--- src/rtl/rx_rs_framer.sv ---
// Receive RS block framer: finds SOF K-characters and tags RS_K data bytes plus RS_N-RS_K check bytes per codeword.
// Latency: 1 cycle from input byte to o_enc_data and its tags; all outputs registered.
// No backpressure: an invalid byte inside a block aborts it. Optional loss-of-sync detection: RX_RS_FRAMER_LOS_DET_EN.
module rx_rs_framer #(
  parameter int         RS_N       = 255,
  parameter int         RS_K       = 239,
  parameter logic [7:0] SOF_K      = 8'hFB,
  parameter int         LOS_THRESH = 3
) (
  input  logic        i_clk,
  input  logic        i_rst_n,
  input  logic        i_data_aligned,
  input  logic [7:0]  i_data,
  input  logic        i_is_k,
  input  logic        i_data_valid,
  output logic [7:0]  o_enc_data,
  output logic        o_sof,
  output logic        o_rs_data_symbol,
  output logic        o_rs_check_symbol,
  output logic        o_kchar_err,
  output logic        o_blk_abort,
  output logic [15:0] o_blk_cnt,
  output logic        o_los
);

  localparam logic [1:0] ST_IDLE  = 2'd0;
  localparam logic [1:0] ST_DATA  = 2'd1;
  localparam logic [1:0] ST_CHECK = 2'd2;

  localparam logic [7:0] DATA_LAST  = 8'(RS_K - 1);
  localparam logic [7:0] CHECK_LAST = 8'(RS_N - RS_K - 1);

  logic [1:0]  state_q, state_d;
  logic [7:0]  cnt_q, cnt_d;
  logic [7:0]  enc_data_q, enc_data_d;
  logic        sof_q, sof_d;
  logic        dsym_q, dsym_d;
  logic        csym_q, csym_d;
  logic        kerr_q, kerr_d;
  logic        abort_q, abort_d;
  logic [15:0] blk_cnt_q, blk_cnt_d;
  logic        blk_done;
  logic        sof_allow;
  logic        sof_hit;

  assign sof_hit = i_data_valid & i_is_k & (i_data == SOF_K) & sof_allow;

  // Framing FSM: next state, byte counter and the tags for the byte being forwarded
  always_comb begin
    state_d    = state_q;
    cnt_d      = cnt_q;
    enc_data_d = enc_data_q;
    sof_d      = 1'b0;
    dsym_d     = 1'b0;
    csym_d     = 1'b0;
    kerr_d     = 1'b0;
    abort_d    = 1'b0;
    blk_cnt_d  = blk_cnt_q;
    blk_done   = 1'b0;
    if (!i_data_aligned) begin
      // Lost alignment overrides everything; only an open block counts as aborted.
      state_d = ST_IDLE;
      cnt_d   = 8'd0;
      abort_d = (state_q != ST_IDLE);
    end else begin
      case (state_q)
        ST_IDLE: begin
          if (sof_hit) begin
            state_d = ST_DATA;
            cnt_d   = 8'd0;
          end
        end
        ST_DATA, ST_CHECK: begin
          if (!i_data_valid) begin
            abort_d = 1'b1;
            state_d = ST_IDLE;
            cnt_d   = 8'd0;
          end else begin
            enc_data_d = i_data;
            kerr_d     = i_is_k;
            if (state_q == ST_DATA) begin
              dsym_d = 1'b1;
              sof_d  = (cnt_q == 8'd0);
              if (cnt_q == DATA_LAST) begin
                state_d = ST_CHECK;
                cnt_d   = 8'd0;
              end else begin
                cnt_d = cnt_q + 8'd1;
              end
            end else begin
              csym_d = 1'b1;
              if (cnt_q == CHECK_LAST) begin
                state_d   = ST_IDLE;
                cnt_d     = 8'd0;
                blk_cnt_d = blk_cnt_q + 16'd1;
                blk_done  = 1'b1;
              end else begin
                cnt_d = cnt_q + 8'd1;
              end
            end
          end
        end
        default: begin
          state_d = ST_IDLE;
          cnt_d   = 8'd0;
        end
      endcase
    end
  end

  // Framing registers and registered outputs
  always_ff @(posedge i_clk or negedge i_rst_n) begin
    if (!i_rst_n) begin
      state_q    <= ST_IDLE;
      cnt_q      <= 8'd0;
      enc_data_q <= 8'd0;
      sof_q      <= 1'b0;
      dsym_q     <= 1'b0;
      csym_q     <= 1'b0;
      kerr_q     <= 1'b0;
      abort_q    <= 1'b0;
      blk_cnt_q  <= 16'd0;
    end else begin
      state_q    <= state_d;
      cnt_q      <= cnt_d;
      enc_data_q <= enc_data_d;
      sof_q      <= sof_d;
      dsym_q     <= dsym_d;
      csym_q     <= csym_d;
      kerr_q     <= kerr_d;
      abort_q    <= abort_d;
      blk_cnt_q  <= blk_cnt_d;
    end
  end

`ifdef RX_RS_FRAMER_LOS_DET_EN
  logic [1:0] err_blk_q, err_blk_d;
  logic       blk_kerr_q, blk_kerr_d;
  logic [2:0] holdoff_q, holdoff_d;
  logic       los_q, los_d;

  assign sof_allow = (holdoff_q == 3'd0);

  // Errored-block tracking, loss-of-sync pulse and post-LOS SOF holdoff
  always_comb begin
    err_blk_d  = err_blk_q;
    los_d      = 1'b0;
    holdoff_d  = holdoff_q - 3'(holdoff_q != 3'd0);
    blk_kerr_d = (state_q == ST_IDLE) ? 1'b0 : (blk_kerr_q | kerr_d);
    if (!i_data_aligned) begin
      err_blk_d  = 2'd0;
      blk_kerr_d = 1'b0;
    end else if (blk_done) begin
      if (blk_kerr_q | kerr_d) begin
        if (err_blk_q == 2'(LOS_THRESH - 1)) begin
          los_d     = 1'b1;
          err_blk_d = 2'd0;
          // Gives the decoder time to reset before the next block is accepted.
          holdoff_d = 3'd4;
        end else begin
          err_blk_d = err_blk_q + 2'd1;
        end
      end else begin
        err_blk_d = 2'd0;
      end
    end
  end

  // Loss-of-sync registers
  always_ff @(posedge i_clk or negedge i_rst_n) begin
    if (!i_rst_n) begin
      err_blk_q  <= 2'd0;
      blk_kerr_q <= 1'b0;
      holdoff_q  <= 3'd0;
      los_q      <= 1'b0;
    end else begin
      err_blk_q  <= err_blk_d;
      blk_kerr_q <= blk_kerr_d;
      holdoff_q  <= holdoff_d;
      los_q      <= los_d;
    end
  end

  assign o_los = los_q;
`else
  logic unused_ok;

  assign sof_allow = 1'b1;
  assign o_los     = 1'b0;
  // Keeps the block-end strobe and threshold referenced when LOS detection is compiled out.
  assign unused_ok = blk_done ^ (LOS_THRESH != 0);
`endif

  assign o_enc_data        = enc_data_q;
  assign o_sof             = sof_q;
  assign o_rs_data_symbol  = dsym_q;
  assign o_rs_check_symbol = csym_q;
  assign o_kchar_err       = kerr_q;
  assign o_blk_abort       = abort_q;
  assign o_blk_cnt         = blk_cnt_q;

endmodule

--- config.mk ---
export PLATFORM = sky130hd
export DESIGN_NAME = rx_rs_framer
export DESIGN_NICKNAME = d
export VERILOG_FILES = /design/src/rtl/rx_rs_framer.sv
export SDC_FILE = /design/constraint.sdc
export NUM_CORES = 1
export LEC_CHECK = 0
export ABC_AREA = 1
export ABC_CLOCK_PERIOD_IN_PS = 2600
export CAP_MARGIN = 20
export CORE_ASPECT_RATIO = 1.25
export CORE_MARGIN = 5
export CORE_UTILIZATION = 45
export CTS_BUF_LIST = sky130_fd_sc_hd__clkbuf_16
export DETAILED_ROUTE_END_ITERATION = 10
export PLACE_DENSITY = 0.72
export RECOVER_POWER = 50
export SYNTH_ARGS = -nofsm -noshare
export SYNTH_HDL_FRONTEND = slang
export SYNTH_SLANG_ARGS = --single-unit
--- constraint.sdc ---
create_clock -name i_clk -period 2.6 [get_ports i_clk]
set_input_delay 0.52 -clock i_clk [delete_from_list [all_inputs] [get_ports i_clk]]
set_output_delay 0.52 -clock i_clk [all_outputs]
set_load 0.05 [all_outputs]
==> metrics.csv, run 1 <==
stage,metric,value,unit
sta,worst_clock_skew,5.45,ps
global_route,maximum_number_of_pins_on_one_net_before_global_route_repair,40,
sta,rsz_0062_raised_after_global_routing,false,
setup_path,crit_buf_inv,1,
global_route,grt_first_pass_wirelength,7570,um
synthesis,synth_fp_nets,273,
setup_path,timing.critical_path.cells,clkdlybuf4s50_1,
sta,timing.final.crit_period,2110,ps
synthesis,synth_area,2080,sq um
synthesis,post_synth.cell_area_avg,8.22,sq um
clock_network,cts_inserted_buffers,5,
detailed_routing,dr_total_vias,1675,
synthesis,synthXorXnorAreaFrac,4.63,%
layout,final_nets,319,
sta,fin_setup_tns,0,ps
job,max_cap_violations,0,
sta,fmax,0.475,GHz
synthesis,netlist_instances,253,
power_and_ir_drop,p_leak,1.29,nW
sta,worst_pin_slew,863,ps
clock_network,cts.clk_slew.worst_paths,60,ps
detailed_routing,ant_nets,0,
detailed_routing,avgRoutedWirePerCell,12.2,um
detailed_routing,top_layer,met4,
clock_network,post_cts_buffers,0,
power_and_ir_drop,totalPowerFinal,2.05,mW
synthesis,synth.yosys.seq_area_share,46.9,%
detailed_routing,detail_route.drc_violations,0,
synthesis,post_synth_and_or_nand_nor_area_fraction,30.5,%
synthesis,yosys.area.top_type,dfrtp_1,
setup_path,crit_type,reg -> out,
floorplanning,floorplan.initialDensity,46.7,%
synthesis,synth_cell_types,26,
layout,syn2layout_area_growth,28.4,%
synthesis,synthMuxAreaShare,3.79,%
sta,fin_crit_sh,81.0,%
sta,worst_slew_margin_rel,42.5,%
synthesis,synth_fa_ha_area_share,4.21,%
global_route,gr-usage-all-layers,15.5,%
setup_path,critPathSlowestCell,clkdlybuf4s50_1,
synthesis,synth_top_cells_by_area,"dfrtp_1 (47%), nand2_1 (15%), inv_1 (5.2%)",
layout,drive_gt1_share,8.33,%
sta,finalSetupViolations,0,
layout,finalCoreUtilization,59.9,%
clock_network,ctsHtreeMaxLevel,2,
clock_network,cts_tree,yes,
floorplanning,die_y,86.0,um
clock_network,cts.repair.resized,0,
synthesis,ys_warn_count,0,
power_and_ir_drop,power.density,766,nW/um^2
detailed_routing,metal1_wirelength,1820,um
detailed_routing,drtPass1Iterations,5,
global_route,remaining_global_route_overflow,0,
setup_path,required,2080,ps
floorplanning,core-area,4460,sq um
clock_network,root_buffer,clkbuf_16,
floorplanning,num_rows,27,
global_route,grt_pass1_vias,1653,
layout,diodes,0,
setup_path,worst_path_arrival_time,1590,ps
detailed_routing,totalWireLength,4350,um
synthesis,synth-compound-area-share,3.01,%
detailed_routing,initialDrtViolationCount,124,
floorplanning,die_x,70.8,um
clock_network,ctsHoldBuffers,0,
status,status,finished clean,
setup_path,setup.worst_path.start_class,flop,
clock_network,cts.path.max_buffers,2,
clock_network,clock-sinks,39,
sta,final-hold-violation-count,0,
power_and_ir_drop,ir_drop,0.420,mV
setup_path,critical_path.top_delay_family,buffers and inverters,
layout,final.fill_count,404,
detailed_routing,detailroute.wirelength.met2,2260,um
setup_path,cp_max_fo,6,
sta,maxSlewViolCount,0,
placement,routabilityCongestion,0.823,
floorplanning,ioPinCount,43,
placement,io_buffers,41,
synthesis,synth.ff_latch_count,39,
synthesis,synth_top_family_by_area,simple AND/OR/NAND/NOR gates,
detailed_routing,detail_route.vias_per_cell,4.68,
setup_path,delay_of_the_slowest_cell_on_the_worst_path,850,ps
detailed_routing,met3_wirelength,167,um
global_route,initial_antenna_violation_count,0,
min_path,min-delay-path-class,in -> async,
floorplanning,die_area,6090,sq um
synthesis,synth_largest_type_area_fraction,46.9,%
setup_path,cp-end-kind,output pin,
placement,place_hpwl,3400,um
clock_network,clock_latency_of_the_later_clocked_register_in_the_worst_skew_pair,280,ps
-- per-layer routing --
metal  track usage [%]  vias up
li1                  -      875
met1              18.1      759
met2              27.2       30
met3              3.52       11
met4              6.50        0
met5                 0        -
-- registers in the layout (all words and copies together) (netlist names), 2 cells and up --
name and cells:
o_blk_cnt 16, state_q 2, cnt_q 8, o_enc_data 8
-- final cells by class --
type                       instances  area, sq um  area share (%)
sequential                        39          976            36.5
clock buffer                       5          125            4.68
clock inverter                     3         15.0           0.562
tap                               58         72.6            2.72
inverter                          30          113            4.21
multi-input combinational        180          951            35.6
timing repair buffer              43          420            15.7
-- worst paths after layout --
check / start / end / slack (ps) / cells after the start
worst max-delay path: o_blk_cnt[2] / o_blk_cnt[2] / 490 / 1
worst min-delay path: i_rst_n / o_blk_cnt[15] / 350 / 1
worst max register to register: state_q[0] / o_blk_cnt[5] / 670 / 8
worst min register to register: o_enc_data[2] / o_enc_data[2] / 500 / 2
max in group asynchronous: i_rst_n / o_blk_cnt[1] / 1700 / 1
min in group i_clk: o_enc_data[2] / o_enc_data[2] / 500 / 2
-- Yosys cell counts --
master     n
conb_1     1
xor2_1     6
nor3_1     3
nor2_1    26
mux2_2     7
nand2_2    2
ha_1       7
inv_1     29
nor2_8     1
nand4_1    4
a21o_1     1
nand2_1   81
nand3b_1   1
buf_6      1
buf_2      2
nor2_4     1
nand3_1   17
a21oi_1    2
buf_4      1
nand3_4    1
nor2_2     3
xnor2_1    5
dfrtp_1   39
nand3_2    2
o21ai_0    9
clkinv_1   1
-- layout by cell type (no fill, tap or decap), types with 6 or more instances in the layout --
| cell | instances |
|---|---|
| xor2_1 | 6 |
| dfrtp_1 | 39 |
| ha_1 | 7 |
| clkdlybuf4s50_1 | 39 |
| o21ai_0 | 9 |
| mux2_2 | 7 |
| inv_1 | 29 |
| nor2_1 | 26 |
| nand3_1 | 18 |
| nand2_1 | 81 |
-- cells by family (layout without fill, tap and decap cells) --
group | after synthesis | after routing
AO/OA/AOI/OAI | 12 | 12
flip-flops | 39 | 39
multiplexers | 7 | 7
XOR/XNOR | 11 | 11
adder cells (fa/ha/maj) | 7 | 7
buffers and inverters | 34 | 81
AND/OR/NAND/NOR | 142 | 142
other | 1 | 1
-- report_power, final --
group	internal, mW	leakage, nW	switching (mW)
combinational	0.254	0.702	0.475
sequential	0.699	0.520	0.0453
clock	0.348	0.0649	0.225
-- metrics by stage --
stage	hold slack, ps	worst slack, ps	instances	instance area, sq um
final	354	494	358	2670
after global routing	428	390	358	2670
after CTS	391	480	358	2690
after detailed placement	489	379	350	2540
after global placement	471	452	350	2540
after floorplan	224	911	253	2080
(Power assumes the default switching activity.)
==> inputs of run 2 (changes only) <==
ABC_CLOCK_PERIOD_IN_PS = 1700   (was 2600)
PLACE_DENSITY = 0.74   (was 0.72)
clock period = 1.7 ns   (was 2.6 ns; I/O delays follow)
==> run 2 against run 1 <==
Net effect:
- setup slack got worse by 370 ps
- clock skew fell by 0.92 ps
- register-to-register slack got worse by 550 ps
- count of clock-buffer cells in the layout did not move
- clock power rose by 83%
- combinational power rose by 62%
- largest cell class is now multi-input combinational cells
==> metrics.csv, run 2 (synthesized netlist as in run 1, its figures left out) <==
stage,metric,value,unit
status,status,finished clean,
placement,io_buffers,41,
layout,final.fill_count,398,
detailed_routing,detail_route.vias_per_cell,4.83,
clock_network,cts_inserted_buffers,5,
floorplanning,num_rows,27,
clock_network,cts_tree,yes,
sta,final-hold-violation-count,0,
placement,routabilityCongestion,0.855,
layout,seqCellArea,976,sq um
global_route,grt_pass1_vias,1820,
sta,maxSlewViolCount,0,
sta,final.hold.worst_slack,485,ps
setup_path,setup.worst_path.start_class,flop,
clock_network,cts.clk_slew.worst_paths,60,ps
min_path,min-delay-path-class,reg -> reg,
setup_path,cp-end-kind,flop,
layout,layout.cells.most_common_list,"nand2_1 (80), dfrtp_1 (39), buf_4 (34)",
sta,rsz_0062_raised_after_global_routing,true,
layout,drive_gt1_share,23.5,%
sta,finalSetupViolations,0,
power_and_ir_drop,switching_share,35.8,%
clock_network,clock_latency_of_the_later_clocked_register_in_the_worst_skew_pair,280,ps
power_and_ir_drop,p_leak,1.42,nW
power_and_ir_drop,ir_drop,0.829,mV
detailed_routing,dr_total_vias,1776,
sta,fin_crit_sh,92.7,%
detailed_routing,ant_nets,0,
power_and_ir_drop,totalPowerFinal,3.38,mW
setup_path,timing.critical_path.cells,inv_2 > ha_4 > nand3_4 > nor2_4 > nand2_2 > clkinv_2 > nand2_1 > xnor2_1,
detailed_routing,avgRoutedWirePerCell,12.5,um
floorplanning,die_y,86.0,um
power_and_ir_drop,power.density,1210,nW/um^2
job,max_cap_violations,0,
layout,final_nets,329,
global_route,initial_antenna_violation_count,0,
sta,fin_setup_tns,0,ps
layout,multi_input_area,988,sq um
power_and_ir_drop,p_int,2.17,mW
global_route,grt_first_pass_wirelength,7760,um
power_and_ir_drop,clk_network_pwr_share,31.2,%
floorplanning,ioPinCount,43,
sta,worst_slew_margin_rel,37.8,%
layout,largest_register_ff_count,16,
detailed_routing,drtPass1Iterations,4,
sta,worst_clock_skew,4.52,ps
global_route,maximum_number_of_pins_on_one_net_before_global_route_repair,18,
layout,finalCoreUtilization,62.8,%
global_route,gr-usage-all-layers,15.7,%
clock_network,cts.path.max_buffers,2,
setup_path,delay_of_the_slowest_cell_on_the_worst_path,360,ps
layout,most_common_cell_after_layout_fill_and_taps_aside,nand2_1,
detailed_routing,totalWireLength,4600,um
floorplanning,core-area,4460,sq um
setup_path,required,1860,ps
placement,place_hpwl,3450,um
detailed_routing,initialDrtViolationCount,102,
floorplanning,die_area,6090,sq um
clock_network,clock-sinks,39,
layout,syn2layout_area_growth,34.6,%
clock_network,ctsHtreeMaxLevel,2,
global_route,remaining_global_route_overflow,0,
clock_network,root_buffer,clkbuf_16,
setup_path,cp_max_fo,10,
sta,worst_pin_slew,933,ps
setup_path,crit_type,reg -> reg,
floorplanning,die_x,70.8,um
setup_path,reg2reg_setup_slack,120,ps
power_and_ir_drop,share_comb_of_total_power,35.0,%
detailed_routing,detail_route.drc_violations,0,
layout,diodes,0,
sta,timing.final.crit_period,1580,ps
setup_path,worst_path_arrival_time,1730,ps
sta,fmax,0.635,GHz
floorplanning,floorplan.initialDensity,46.7,%
setup_path,critPathSlowestCell,dfrtp_1,
power_and_ir_drop,share_seq_of_total_power,33.7,%
power_and_ir_drop,p_switching,1.21,mW
run 2: area by class of cell:
cell class / count / share of cell area, %
Multi-Input combinational cell: 180 / 35.3
Sequential cell: 39 / 34.8
Timing Repair Buffer: 53 / 17.2
Clock buffer: 5 / 4.47
Inverter: 30 / 4.06
Tap cell: 58 / 2.59
Clock inverter: 3 / 1.56
run 2: worst max-delay path, delay by kind of cell, from the launching register on:
kind | cells | cell delay (ps)
xor gates and xnor gates | 1 | 130
and+or+nand+nor | 4 | 460
DFF | 1 | 360
adders and majority gates | 1 | 280
buffers and inverters | 2 | 220
run 2: worst paths after layout:
| check | startpoint | cells past startpoint | end |
|---|---|---|---|
| max | state_q[0] | 8 | o_blk_cnt[2] |
| min | o_enc_data[2] | 2 | o_enc_data[2] |
| max reg2reg | state_q[0] | 8 | o_blk_cnt[2] |
| min reg2reg | o_enc_data[2] | 2 | o_enc_data[2] |
| max in group asynchronous | i_rst_n | 3 | o_blk_cnt[0] |
| min in group asynchronous | i_rst_n | 2 | o_enc_data[0] |
run 2: metrics by stage:
stage | cell area [sq um] | worst slack, ps | cells
after floorplan | 2080 | 10.8 | 253
after global placement | 2580 | -68.7 | 358
after detailed placement | 2580 | -107 | 358
after CTS | 2760 | 33.0 | 367
after global routing | 2800 | -34.7 | 368
final | 2800 | 125 | 368
run 2: power groups by stage:
| stage | logic, mW | clock network [mW] | registers, mW |
|---|---|---|---|
| global placement | 1.11 | 0 | 1.15 |
| floorplan | 0.347 | 0 | 1.56 |
| finish | 1.18 | 1.05 | 1.14 |
| CTS | 1.14 | 1.08 | 1.14 |
| detailed placement | 1.13 | 0 | 1.16 |
| global route | 1.26 | 1.13 | 1.16 |
run 2: layer usage:
metal	track usage, %	vias up	part of all wire, %
met2	28.9	34	54
li1	-	903	-
met3	3.99	12	4.2
met1	17.3	827	39
met4	5.30	0	2.1
met5	0	-	0
run 2: what timing repair did:
item,in CTS,in global routing
hold buffers,1,0
cloned,0,0
pin swaps,0,1
setup endpoints to repair,2,16
endpoints found under the hold margin,15,0
buffers inserted,0,1
resized for setup,1,10
==> inputs of run 3 (changes only) <==
CELL_PAD_IN_SITES_DETAIL_PLACEMENT = 0   (was default)
CELL_PAD_IN_SITES_GLOBAL_PLACEMENT = 1   (was default)
CORE_MARGIN = 10   (was 5)
CORE_UTILIZATION = 34   (was 45)
PLACE_DENSITY = default   (was 0.74)
PLACE_DENSITY_LB_ADDON = 0.1   (was default)
==> run 3 against run 2 <==
Net effect:
- sequential power barely moved
- largest power group is now registers
- highest routed layer unchanged
- clock skew fell by 2.0 ps
- count of clock-buffer cells in the layout did not move
- register-to-register slack barely moved
- via count fell by 2.4%
- cell area fell by 0.45%
- routed wire length rose by 7.4%
- power fell by 7.1%
==> metrics.csv, run 3 (synthesized netlist as in run 1, its figures left out) <==
stage,metric,value,unit
global_route,gr-usage-all-layers,10.9,%
placement,place_hpwl,3880,um
setup_path,timing.critical_path.to,o_blk_cnt[15],
power_and_ir_drop,p_int,1.94,mW
layout,diodes,0,
power_and_ir_drop,share_seq_of_total_power,36.1,%
layout,post-route-cell-area,2790,sq um
power_and_ir_drop,switching_share,38.2,%
clock_network,cts.path.max_buffers,2,
sta,worst_slew_margin_rel,42.7,%
sta,rsz_0062_raised_after_global_routing,true,
detailed_routing,detail_route.drc_violations,0,
layout,drive_gt1_share,19.8,%
setup_path,cp-end-kind,flop,
layout,largest_register_ff_count,16,
min_path,min_path_cells,2,
power_and_ir_drop,ir_drop,0.904,mV
setup_path,worstReg2RegStart,state_q[0],
setup_path,crit_start,state_q[0],
placement,routabilityCongestion,0.851,
placement,placement_stage_cell_area,2660,sq um
floorplanning,die_x,90.0,um
layout,final_nets,332,
sta,final-hold-violation-count,0,
sta,finalSetupViolations,0,
placement,io_buffers,41,
power_and_ir_drop,share_comb_of_total_power,34.9,%
power_and_ir_drop,p_leak,1.38,nW
sta,worst_pin_slew,860,ps
min_path,worstHoldStart,o_enc_data[2],
sta,worst_clock_skew,2.51,ps
setup_path,reg2reg_setup_slack,140,ps
job,max_cap_violations,0,
clock_network,ctsHtreeMaxLevel,2,
detailed_routing,detail_route.vias_per_cell,4.39,
setup_path,crit_type,reg -> reg,
setup_path,setup.worst_path.start_class,flop,
setup_path,worstRegToRegCells,9,
clock_network,cts_inserted_buffers,5,
clock_network,cts.clk_slew.worst_paths,60,ps
global_route,initial_antenna_violation_count,0,
setup_path,r2r_end,o_blk_cnt[15],
power_and_ir_drop,power.density,1130,nW/um^2
layout,most_common_cell_after_layout_fill_and_taps_aside,nand2_1,
detailed_routing,ant_nets,0,
floorplanning,floorplan.initialDensity,35.5,%
placement,dp_slack,-150,ps
sta,fin_crit_sh,91.9,%
floorplanning,ioPinCount,43,
global_route,grt_pass1_vias,1757,
clock_network,root_buffer,clkbuf_16,
detailed_routing,initialDrtViolationCount,50,
power_and_ir_drop,p_switching,1.20,mW
floorplanning,die_y,107,um
setup_path,critPathSlowestCell,dfrtp_1,
detailed_routing,totalWireLength,4940,um
sta,fmax,0.640,GHz
setup_path,cp_max_fo,5,
clock_network,clock_latency_of_the_later_clocked_register_in_the_worst_skew_pair,280,ps
floorplanning,num_rows,31,
layout,syn2layout_area_growth,34.0,%
global_route,grt_first_pass_wirelength,8560,um
setup_path,timing.critical_path.cells,buf_4 > ha_1 > nor2_4 > nand2_2 > buf_4 > nor2_8 > nand3_2 > nand2_1 > nand2_1,
global_route,remaining_global_route_overflow,0,
setup_path,delay_of_the_slowest_cell_on_the_worst_path,400,ps
detailed_routing,dr_total_vias,1733,
power_and_ir_drop,clk_network_pwr_share,29.0,%
status,status,finished clean,
sta,fin_ws,138,ps
floorplanning,core-area,5860,sq um
detailed_routing,avgRoutedWirePerCell,12.5,um
setup_path,required,1870,ps
sta,timing.final.crit_period,1560,ps
sta,maxSlewViolCount,0,
clock_network,clock-sinks,39,
min_path,min-delay-path-class,reg -> reg,
setup_path,worst_path_arrival_time,1730,ps
clock_network,cts_tree,yes,
floorplanning,die_area,9670,sq um
layout,layout.cells.most_common_list,"nand2_1 (79), dfrtp_1 (39), inv_1 (27)",
layout,finalCoreUtilization,47.6,%
detailed_routing,drtPass1Iterations,5,
power_and_ir_drop,totalPowerFinal,3.14,mW
global_route,maximum_number_of_pins_on_one_net_before_global_route_repair,17,
## run 3: what timing repair did
action,in CTS,in global routing
setup endpoints to repair,0,20
hold buffers,1,0
setup buffers,0,0
resized for setup,0,7
endpoints found under the hold margin,14,0
## run 3: area by class of cell
type,count,area (sq um)
Fill cell,609,3070
Multi-Input combinational cell,180,986
Sequential cell,39,976
Timing Repair Buffer,56,472
Clock buffer,5,125
Inverter,30,113
Tap cell,82,103
Clock inverter,3,15.0
## run 3: metrics by stage
stage,hold WS (ps),setup TNS (ps),instances
2_1_floorplan,44.4,0,253
5_1_grt,524,-25.8,395
3_5_place_dp,279,-1660,386
3_3_place_gp,270,-1560,386
6_report,484,0,395
4_1_cts,492,0,395
## run 3: worst min path at each step
stage	endpoint	slack [ps]
detailed placement	o_blk_cnt[3]	280
floorplan	cnt_q[0]	40
global placement	o_blk_cnt[3]	270
global route	o_enc_data[6]	520
CTS	o_enc_data[2]	490
finish	o_enc_data[2]	480
## run 3: layer usage
| layer | vias to the layer above | part of all wire [%] | track usage, % |
|---|---|---|---|
| li1 | 906 | - | - |
| met1 | 785 | 41 | 11.5 |
| met2 | 37 | 52 | 20.1 |
| met3 | 5 | 4.9 | 3.28 |
| met4 | 0 | 1.4 | 3.76 |
| met5 | - | 0 | 0 |
## run 3: power groups by stage
stage / Combinational (mW) / Clock (mW) / Sequential, mW
finish: 1.10 / 0.909 / 1.13
global route: 1.20 / 0.980 / 1.15
CTS: 1.16 / 0.944 / 1.13
detailed placement: 1.15 / 0 / 1.15
global placement: 1.15 / 0 / 1.14
floorplan: 0.347 / 0 / 1.56
## run 3: critical path: cells and delay by family, from the launching register on
kind          cells  cell delay, ps
simple gates      6             490
flops             1             400
buf+inv           2             290
fa+ha+maj         1             260
